$ cat src/rtl/glove_tracker.sv
// Per-frame glove tracker: accumulates matched-pixel area and coordinate sums,
// then divides at frame end to report centroid, presence and debounced closed state.
module glove_tracker #(
  parameter int MIN_AREA    = 64,
  parameter int CLOSED_AREA = 1500,
  parameter int DEBOUNCE    = 3
) (
  input  logic        vclock,
  input  logic        reset,
  input  logic [10:0] hcount,
  input  logic [9:0]  vcount,
  input  logic        pixel_valid,
  input  logic        match,
  input  logic        frame_end,
  output logic [10:0] glove_x,
  output logic [9:0]  glove_y,
  output logic [19:0] glove_area,
  output logic        glove_present,
  output logic        glove_closed,
  output logic        update,
  output logic        busy,
  output logic        overrun
);

  localparam logic [19:0] MIN_AREA_W    = 20'(MIN_AREA);
  localparam logic [19:0] CLOSED_AREA_W = 20'(CLOSED_AREA);
  localparam logic [3:0]  DEBOUNCE_W    = 4'(DEBOUNCE);

  typedef enum logic [1:0] {ACCUM, DIV, DONE} state_t;

  state_t      state_reg;
  logic [19:0] cnt_reg;
  logic [30:0] sum_x_reg;
  logic [29:0] sum_y_reg;
  logic [19:0] divisor_reg;
  logic [1:0][30:0] dvd_reg;
  logic [1:0][19:0] rem_reg;
  logic [4:0]  bit_cnt_reg;
  logic        frame_present_reg;
  logic [3:0]  deb_cnt_reg;

  logic        hit;
  logic [19:0] cnt_next;
  logic [30:0] sum_x_next;
  logic [29:0] sum_y_next;
  logic [1:0][30:0] dvd_step;
  logic [1:0][19:0] rem_step;
  logic        raw_closed;

  assign hit        = pixel_valid & match;
  assign cnt_next   = cnt_reg + 20'(hit);
  assign sum_x_next = sum_x_reg + (hit ? {20'd0, hcount} : 31'd0);
  assign sum_y_next = sum_y_reg + (hit ? {20'd0, vcount} : 30'd0);
  assign raw_closed = glove_area < CLOSED_AREA_W;

  // Restoring division: the dividend register shifts left and collects
  // quotient bits in its LSB, so after 31 steps it holds the quotient.
  for (genvar gi = 0; gi < 2; gi++) begin : g_div
    logic [20:0] trial;
    logic        take;
    assign trial        = {rem_reg[gi], dvd_reg[gi][30]};
    assign take         = trial >= {1'b0, divisor_reg};
    assign rem_step[gi] = take ? 20'(trial - {1'b0, divisor_reg}) : trial[19:0];
    assign dvd_step[gi] = {dvd_reg[gi][29:0], take};
  end

  always_ff @(posedge vclock or negedge reset) begin
    if (!reset) begin
      state_reg         <= ACCUM;
      cnt_reg           <= '0;
      sum_x_reg         <= '0;
      sum_y_reg         <= '0;
      divisor_reg       <= '0;
      dvd_reg           <= '0;
      rem_reg           <= '0;
      bit_cnt_reg       <= '0;
      frame_present_reg <= 1'b0;
      deb_cnt_reg       <= '0;
      glove_x           <= '0;
      glove_y           <= '0;
      glove_area        <= '0;
      glove_present     <= 1'b0;
      glove_closed      <= 1'b0;
      update            <= 1'b0;
      busy              <= 1'b0;
      overrun           <= 1'b0;
    end else begin
      update  <= 1'b0;
      overrun <= 1'b0;

      // A frame_end always closes the frame in progress, kept or not.
      if (frame_end) begin
        cnt_reg   <= '0;
        sum_x_reg <= '0;
        sum_y_reg <= '0;
      end else begin
        cnt_reg   <= cnt_next;
        sum_x_reg <= sum_x_next;
        sum_y_reg <= sum_y_next;
      end

      case (state_reg)
        ACCUM: begin
          if (frame_end) begin
            divisor_reg <= cnt_next;
            dvd_reg[0]  <= sum_x_next;
            dvd_reg[1]  <= {1'b0, sum_y_next};
            rem_reg     <= '0;
            bit_cnt_reg <= 5'd31;
            glove_area  <= cnt_next;
            if (cnt_next < MIN_AREA_W) begin
              glove_present     <= 1'b0;
              frame_present_reg <= 1'b0;
              state_reg         <= DONE;
            end else begin
              frame_present_reg <= 1'b1;
              busy              <= 1'b1;
              state_reg         <= DIV;
            end
          end
        end

        DIV: begin
          overrun <= frame_end;
          if (bit_cnt_reg == 5'd0) begin
            busy      <= 1'b0;
            state_reg <= DONE;
          end else begin
            dvd_reg     <= dvd_step;
            rem_reg     <= rem_step;
            bit_cnt_reg <= bit_cnt_reg - 5'd1;
          end
        end

        DONE: begin
          overrun   <= frame_end;
          update    <= 1'b1;
          state_reg <= ACCUM;
          if (frame_present_reg) begin
            glove_x       <= dvd_reg[0][10:0];
            glove_y       <= dvd_reg[1][9:0];
            glove_present <= 1'b1;
            if (raw_closed == glove_closed) begin
              deb_cnt_reg <= '0;
            end else if (deb_cnt_reg == DEBOUNCE_W - 4'd1) begin
              glove_closed <= ~glove_closed;
              deb_cnt_reg  <= '0;
            end else begin
              deb_cnt_reg <= deb_cnt_reg + 4'd1;
            end
          end else begin
            deb_cnt_reg <= '0;
          end
        end

        default: state_reg <= ACCUM;
      endcase
    end
  end

endmodule
$ cat config.mk
export PLATFORM = sky130hd
export DESIGN_NAME = glove_tracker
export DESIGN_NICKNAME = d
export VERILOG_FILES = /design/src/rtl/glove_tracker.sv
export SDC_FILE = /design/constraint.sdc
export NUM_CORES = 1
export LEC_CHECK = 0
export ABC_CLOCK_PERIOD_IN_PS = 3000
export CORE_ASPECT_RATIO = 0.8
export CORE_UTILIZATION = 55
export DETAILED_ROUTE_END_ITERATION = 8
export PLACE_DENSITY_LB_ADDON = 0.25
export SLEW_MARGIN = 30
export SYNTH_ARGS = -nofsm -noshare
export SYNTH_HDL_FRONTEND = slang
export SYNTH_SLANG_ARGS = --single-unit
$ cat constraint.sdc
create_clock -name vclock -period 3 [get_ports vclock]
set_input_delay 0.45 -clock vclock [delete_from_list [all_inputs] [get_ports vclock]]
set_output_delay 0.45 -clock vclock [all_outputs]
set_load 0.02 [all_outputs]
==> results of run 1 <==
## cells in the mapped netlist, types with 28 or more instances
master      n
nor2_1    137
inv_1      51
nand3_1    69
xnor2_1    52
mux2i_1    31
nand2_1   122
mux2_2     28
and3_1     50
ha_1       71
clkbuf_1   56
dfrtp_1   241
xor2_1     51
nor3_1     31
a21oi_1    78
o21ai_0   127
## cell type report
type                    instances  area share, %
inverters                      52           1.15
repair buffers                215           11.4
well taps                     318           2.35
clock buffers                  39           4.43
clock inverters                 6          0.687
flip-flops and latches        241           35.6
multi-input cells            1122           44.4
## kinds of logic (layout without fill, tap and decap cells)
| group | after synthesis | after routing | share of synthesized area, % |
|---|---|---|---|
| flip-flops | 241 | 241 | 43.6 |
| XOR/XNOR | 103 | 103 | 6.52 |
| AND/OR/NAND/NOR | 522 | 522 | 18.5 |
| multiplexers | 59 | 59 | 4.52 |
| AO/OA/AOI/OAI | 363 | 363 | 16.5 |
| buffers and inverters | 117 | 312 | 3.36 |
| adder cells (fa/ha/maj) | 75 | 75 | 7.00 |
## timing repair
item	in CTS	in global routing
pin swaps	1	8
endpoints found under the setup margin	43	54
hold buffers	1	0
hold endpoints to repair	66	0
gates cloned	0	1
gates resized for setup	7	35
buffers inserted	0	1
## per-stage QoR
stage          util (%)  power [W]
2_1_floorplan         -    0.00524
3_3_place_gp       64.8    0.00607
3_5_place_dp       64.8    0.00612
4_1_cts            68.4    0.00944
5_1_grt            69.1    0.00999
6_report           69.1    0.00950
## critical path: stages, from the launching register on
cell and delay [ps]:
dfrtp_2 410, inv_2 110, ha_1 270, a21o_1 200, a21oi_2 180, a211oi_2 100
buf_4 150, or4_1 490, a31o_2 260, a21oi_1 180, nor4_1 60, or3_1 370
## layout by cell type (no fill, tap or decap), types with 52 or more instances in the layout
master,Yosys,layout
dfrtp_1,241,239
nor2_1,137,136
buf_4,1,133
o21ai_0,127,125
nand2_1,122,122
a21oi_1,78,75
nand3_1,69,67
clkdlybuf4s50_1,0,67
ha_1,71,66
xnor2_1,52,52
## power by group through the flow
stage               clock [W]  combinational [W]  sequential, W
global placement            0            0.00239        0.00368
global route          0.00348            0.00286        0.00366
finish                0.00330            0.00257        0.00363
CTS                   0.00334            0.00247        0.00364
floorplan                   0            0.00158        0.00366
detailed placement          0            0.00243        0.00369
## path summary, 6_finish.rpt
path                                     start                 end  slack [ps]  depth (start not counted)
worst max-delay path            divisor_reg[3]  g_div[0].trial[14]          90                         11
worst min-delay path                 frame_end             overrun         250                          2
worst max register to register  divisor_reg[3]  g_div[0].trial[14]          90                         11
worst min register to register     dvd_reg[25]         dvd_reg[25]         470                          2
max in group asynchronous                reset          dvd_reg[6]        1700                          3
min in group asynchronous                reset         dvd_reg[61]         530                          2
## routing by layer
layer / GRT usage, % / wire length, µm
met5: 0 / 0
met4: 6.59 / 620
met3: 3.92 / 2170
met2: 41.7 / 15200
met1: 42.4 / 17000
==> run_results.csv, run 1 <==
group,metric,value,unit
detailed_routing,ant_nets,0,
sta,max_slew_margin,42.3,%
logic_synthesis,netlist_instances,1480,
logic_synthesis,yosys_warnings,0,
power,p_leak,8.00,nW
placement,dp_slack,-781,ps
sta,fmax,344,MHz
power,peakVddDrop,0.542,mV
sta,hold_viol,0,
power,p_seq_share,38.3,%
global_route,antenna_found_initial,0,
clock_tree,cts_tree,"done",
clock_tree,root_buffer,"clkbuf_16",
setup_path,cp.required,3410,ps
finish,stdcell_count,1993,
detailed_routing,firstDrtPassIters,7,
power,intPower,0.00662,W
detailed_routing,drcViolationCount,8,
run,max-cap-violations,0,
finish,largest_reg_flops,62,
logic_synthesis,synth_edf_count,0,
logic_synthesis,yosysTopAreaCell,"dfrtp_1",
clock_tree,cts.sinks,241,
die,io-pin-count,72,
die,start_util,56.4,%
placement,globalplace.congestion,0.900,
placement,place_inst,1945,
sta,finalSetupTns,0,ps
finish,regArea,0.00603,mm²
global_route,grt_pass1_wl,57400,µm
setup_path,cp_max_fo,3,
finish,drive_above_1_share,15.8,%
setup_path,worstPathArrival,3320,ps
finish,nNetsFinal,1759,
global_route,grt_max_degree,92,
setup_path,crit_path_start_kind,"flop",
run_status,violations,"design-rule violations",
finish,fillCellCount,1885,
power,swShare,30.3,%
logic_synthesis,seq_area_frac_synth,43.6,%
logic_synthesis,syn_area_per_cell,9.34,µm²
finish,multi_input_area,0.00752,mm²
global_route,grt_pass1_vias,11282,
detailed_routing,vias_per_cell,5.86,
placement,place_area,0.0159,mm²
logic_synthesis,syn_nets,1581,
clock_tree,cts_max_level,1,
global_route,grt_overflow,0,
sta,tightest_slew,865,ps
logic_synthesis,synth_top_area_share,43.6,%
power,power_per_cell_area,561,mW/mm²
sta,fin_crit_sh,97.0,%
clock_tree,clockBufferDepth,3,
sta,finalCriticalPeriod,2910,ps
logic_synthesis,synth-async-reset-ratio,100,%
detailed_routing,detail_route.wl_per_cell,17.5,µm
detailed_routing,wirelength,34900,µm
power,clockPowerShare,34.7,%
sta,hold-worst-slack,253,ps
sta,slew_violations,0,
clock_tree,clkTransAtPathRegs,60,ps
setup_path,criticalPathCategory,"reg -> reg",
logic_synthesis,yosys-top-cells-area,"dfrtp_1 (44%), ha_1 (6.4%), o21ai_0 (4.6%)",
finish,diodes,0,
finish,finalInstanceArea,0.0169,mm²
logic_synthesis,synthDistinctLibCells,79,
sta,skew,21.7,ps
die,die_h,144,µm
placement,port_buffers,71,
run_status,status,"complete, but fails checks",
clock_tree,clk_latency,550,ps
detailed_routing,vias,11671,
setup_path,end_kind,"flop",
die,fp.coreArea,0.0245,mm²
clock_tree,cts_buffers,26,
die,placementRows,51,
placement,dpl.hpwl,23900,µm
worst_hold_path,hold_path_class,"in -> reg",
logic_synthesis,synth_area,0.0138,mm²
die,die_w,179,µm
sta,setup_viol,0,
logic_synthesis,synth_seq_cells,241,
die,die_area,0.0258,mm²
power,power_switching,0.00288,W
finish,area_growth_syn_to_layout,22.4,%
power,p_comb_share,27.0,%
sta,setup_slack,89.1,ps
detailed_routing,drt_iter0_drc,751,
global_route,track_usage,27.9,%
logic_synthesis,synth_ff_type,"dfrtp_1",
Power figures use the tool's default switching activity.
==> inputs of run 2 (changes only) <==
HOLD_SLACK_MARGIN = 0.02   (was unset)
PLACE_DENSITY_LB_ADDON = 0.08   (was 0.25)
==> run_results.csv, run 2 (same netlist as run 1, synthesis figures left out) <==
group,metric,value,unit
setup_path,r2r_cells,11,
setup_path,end_kind,"flop",
sta,fmax,345,MHz
sta,finalCriticalPeriod,2900,ps
global_route,grt_pass1_vias,11369,
worst_hold_path,min_to,"sum_x_reg[13]",
detailed_routing,vias_per_cell,5.85,
sta,skew,8.21,ps
power,p_leak,7.95,nW
finish,final_core_util,68.5,%
global_route,grt_max_degree,89,
setup_path,criticalPathCategory,"reg -> reg",
worst_hold_path,min_path_cells,2,
clock_tree,clkTransAtPathRegs,60,ps
die,die_h,144,µm
clock_tree,cts_max_level,1,
clock_tree,root_buffer,"clkbuf_16",
run_status,status,"finished, final reports clean",
placement,port_buffers,71,
sta,max_slew_margin,40.8,%
setup_path,worstPathArrival,3350,ps
setup_path,reg2reg_from,"divisor_reg[9]",
clock_tree,clk_latency,520,ps
global_route,antenna_found_initial,1,
detailed_routing,detail_route.wl_per_cell,18.1,µm
power,power_per_cell_area,559,mW/mm²
die,start_util,56.4,%
sta,finalSetupTns,0,ps
sta,tightest_slew,888,ps
detailed_routing,vias,11657,
die,die_area,0.0258,mm²
sta,fin_crit_sh,96.6,%
finish,largest_reg_flops,62,
finish,diodes,0,
detailed_routing,firstDrtPassIters,5,
sta,slew_violations,0,
clock_tree,clockBufferDepth,3,
detailed_routing,ant_nets,0,
setup_path,r2r_setup_slack,100,ps
clock_tree,cts_tree,"done",
detailed_routing,drt_iter0_drc,758,
sta,hold_viol,0,
global_route,track_usage,28.6,%
finish,fillCellCount,1972,
finish,final_cell_mix,"dfrtp_1 (239), buf_4 (139), nor2_1 (136)",
die,placementRows,51,
global_route,grt_overflow,0,
setup_path,crit_path_start_kind,"flop",
power,peakVddDrop,0.494,mV
detailed_routing,drcViolationCount,0,
placement,dpl.hpwl,24700,µm
die,die_w,179,µm
finish,final_common_cell,"dfrtp_1",
run,max-cap-violations,0,
finish,area_growth_syn_to_layout,21.4,%
clock_tree,cts_buffers,25,
clock_tree,cts_setup_buffers,0,
finish,drive_above_1_share,16.1,%
die,fp.coreArea,0.0245,mm²
detailed_routing,wirelength,36100,µm
power,p_total,0.00939,W
worst_hold_path,worstHoldStart,"frame_end",
setup_path,reg2reg_to,"g_div[0].trial[20]",
setup_path,cp_max_fo,10,
finish,nNetsFinal,1759,
worst_hold_path,hold_path_class,"in -> reg",
setup_path,cp.required,3460,ps
clock_tree,cts.sinks,241,
global_route,grt_pass1_wl,58600,µm
die,io-pin-count,72,
sta,setup_viol,0,
placement,globalplace.congestion,0.904,
==> run 2: cell count changes in the layout (fill, tap and decap cells not counted), sizes merged <==
cell	previous run	this run
clkinv	4	6
buf	144	145
clkinvlp	0	3
clkbuf	40	35
dlygate4sd2	2	0
==> run 2: how the worst max path moves through the flow <==
stage	from	end	slack, ps	depth (start not counted)
after global placement	pixel_valid	busy	-780	13
after floorplan	pixel_valid	dvd_reg[53]	30	13
after global routing	divisor_reg[6]	g_div[0].trial[20]	-30	11
final	divisor_reg[9]	g_div[0].trial[20]	100	11
after CTS	divisor_reg[3]	g_div[0].trial[14]	20	11
after detailed placement	pixel_valid	state_reg[1]	-890	13
==> run 2: power by group <==
part           switching (W)  internal, W
registers           0.000153      0.00347
clock network        0.00132      0.00188
logic                0.00142      0.00113
==> run 2: repair_timing <==
action                     in CTS  in global routing
pin swaps                       0                  6
hold endpoints to repair       80                  0
gates cloned                    0                  1
hold buffers                    1                  0
setup endpoints to repair      65                 56
gates resized for setup         5                 35
==> run 2: final cells by class <==
type	instances	area [µm²]	area share (%)
clock buffers	32	692	4.12
clock inverters	11	141	0.842
repair buffers	216	1860	11.1
well taps	318	398	2.37
multi-input cells	1122	7470	44.5
flip-flops and latches	241	6030	35.9
inverters	52	195	1.16
==> run 2: critical path, cell delays in order (launching register included) <==
cell	delay [ps]
dfrtp_1	390
inv_1	140
ha_1	320
buf_4	130
nand2_1	80
nor4_2	350
a21o_1	240
a2111oi_4	90
a22o_2	290
buf_4	200
or4_1	490
nand3_1	110
==> run 2: routing by layer <==
layer / track usage [%] / wire length (µm) / vias up
li1: - / - / 5635
met1: 44.2 / 18100 / 5712
met2: 43.4 / 15600 / 279
met3: 3.47 / 1950 / 31
met4: 4.47 / 384 / 0
met5: 0 / 0 / -
==> run 2: stage by stage <==
step | cell area (µm²) | hold WS [ps] | setup WS, ps | std cells
finish | 16800 | 218 | 103 | 1992
CTS | 16700 | 214 | 22.5 | 1991
floorplan | 13900 | 154 | 29.7 | 1480
global route | 16800 | 239 | -25.3 | 1992
detailed placement | 15800 | 464 | -895 | 1947
global placement | 15800 | 458 | -782 | 1947
==> inputs of run 3 (changes only) <==
GPL_ROUTABILITY_DRIVEN = 0   (was unset)
PLACE_DENSITY_LB_ADDON = 0.25   (was 0.08)
SKIP_CTS_REPAIR_TIMING = 1   (was unset)
==> run_results.csv, run 3 (same netlist as run 1, synthesis figures left out) <==
group,metric,value,unit
detailed_routing,drt_iter0_drc,746,
sta,skew,18.1,ps
clock_tree,cts_tree,"done",
power,intPower,0.00634,W
detailed_routing,vias,11723,
die,fp.coreArea,0.0245,mm²
run_status,violations,"design-rule violations",
setup_path,cp_cell_sequence,"clkdlybuf4s50_1 > and3_1 > ha_1 > fa_1 > a21o_1 > a21oi_2 > o21a_1 > nor3_1 > buf_4 > o311ai_1 > xor2_1 > a21oi_1 > a21o_1",
power,p_comb_share,27.0,%
detailed_routing,vias_per_cell,5.87,
detailed_routing,firstDrtPassIters,7,
finish,finalInstanceArea,0.0168,mm²
global_route,grt_overflow,0,
detailed_routing,drcViolationCount,8,
sta,setup_slack,111,ps
sta,setup_viol,0,
setup_path,criticalPathCategory,"in -> reg",
sta,fmax,346,MHz
setup_path,crit_path_start_kind,"primary input",
die,io-pin-count,72,
clock_tree,clockBufferDepth,3,
setup_path,crit_buf_inv,2,
global_route,grt_pass1_vias,11426,
setup_path,cp_common_cell,"a21o_1",
finish,nNetsFinal,1759,
worst_hold_path,hold_path_class,"in -> async",
sta,max_slew_margin,39.9,%
placement,dpl.hpwl,24100,µm
sta,hold_viol,0,
sta,finalCriticalPeriod,2890,ps
global_route,track_usage,28.3,%
clock_tree,cts.sinks,241,
setup_path,cp_max_fo,7,
sta,tightest_slew,901,ps
detailed_routing,detail_route.wl_per_cell,17.7,µm
clock_tree,cts_buffers,26,
finish,regArea,0.00603,mm²
placement,dp_slack,-735,ps
power,p_leak,7.97,nW
finish,final_common_cell,"dfrtp_1",
run,max-cap-violations,0,
placement,place_area,0.0158,mm²
die,start_util,56.4,%
global_route,antenna_found_initial,0,
setup_path,crit_family,"compound AO/OA/AOI/OAI gates",
setup_path,cp.required,3430,ps
die,die_area,0.0258,mm²
power,power_switching,0.00289,W
clock_tree,cts_max_level,1,
finish,drive_above_1_share,15.6,%
power,p_seq_share,39.3,%
finish,fillCellCount,1911,
finish,largest_reg_flops,62,
setup_path,cp_slowest_cell,"fa_1",
clock_tree,root_buffer,"clkbuf_16",
sta,finalSetupTns,0,ps
finish,diodes,0,
run_status,status,"complete, but fails checks",
sta,fin_crit_sh,96.3,%
die,die_w,179,µm
die,placementRows,51,
global_route,grt_max_degree,74,
power,peakVddDrop,0.473,mV
power,power_per_cell_area,550,mW/mm²
power,clockPowerShare,33.7,%
setup_path,slowest_delay,430,ps
placement,port_buffers,71,
setup_path,end_kind,"flop",
detailed_routing,wirelength,35400,µm
setup_path,worstPathArrival,3320,ps
sta,slew_violations,0,
power,swShare,31.3,%
detailed_routing,ant_nets,0,
global_route,grt_pass1_wl,58200,µm
finish,final_cell_mix,"dfrtp_1 (239), buf_4 (137), nor2_1 (136)",
clock_tree,clkTransAtPathRegs,60,ps
die,die_h,144,µm
finish,area_growth_syn_to_layout,21.3,%
clock_tree,clk_latency,550,ps
finish,multi_input_area,0.00747,mm²
## run 3: cell count changes in the layout (fill, tap and decap cells not counted), sizes merged
cell,change
clkbuf,+4
dlymetal6s2s,+2
clkinv,+1
bufinv,-2
clkinvlp,-1
## run 3: area by class of cell
| cell class | instances | area share (%) |
|---|---|---|
| Clock buffer | 39 | 4.35 |
| Clock inverter | 9 | 0.514 |
| Multi-Input combinational cell | 1122 | 44.5 |
| Inverter | 52 | 1.16 |
| Timing Repair Buffer | 215 | 11.1 |
| Sequential cell | 241 | 36.0 |
| Tap cell | 318 | 2.37 |
## run 3: path summary, 6_finish.rpt
kind,from,end,slack (ps),cells past startpoint
min reg2reg,dvd_reg[27],dvd_reg[27],470,2
min in group vclock,dvd_reg[27],dvd_reg[27],470,2
max in group asynchronous,reset,glove_x[8],1770,3
max reg2reg,divisor_reg[3],g_div[0].trial[14],110,11
max,hcount[0],dvd_reg[26],110,13
min,reset,deb_cnt_reg[0],460,2
## run 3: metal layers
| layer | GRT usage (%) | part of all wire (%) | routed length (µm) |
|---|---|---|---|
| met4 | 6.06 | 1.6 | 571 |
| met5 | 0 | 0 | 0 |
| met3 | 5.05 | 6.9 | 2450 |
| met1 | 41.6 | 47 | 16600 |
| met2 | 43.6 | 44 | 15700 |
## run 3: per-stage QoR
step | instances | util, % | power (W) | hold WS [ps]
after floorplan | 1480 | - | 0.00524 | 154
after global placement | 1946 | 64.6 | 0.00603 | 421
after detailed placement | 1946 | 64.6 | 0.00608 | 424
after CTS | 1994 | 67.9 | 0.00921 | -144
after global routing | 1996 | 68.5 | 0.00970 | 500
final | 1996 | 68.5 | 0.00923 | 455
## run 3: power by group through the flow
stage                     registers (W)  logic, W  clock network, W
after floorplan                 0.00366   0.00158                 0
after global placement          0.00367   0.00236                 0
after detailed placement        0.00368   0.00240                 0
after CTS                       0.00363   0.00242           0.00316
after global routing            0.00365   0.00275           0.00330
final                           0.00363   0.00250           0.00311
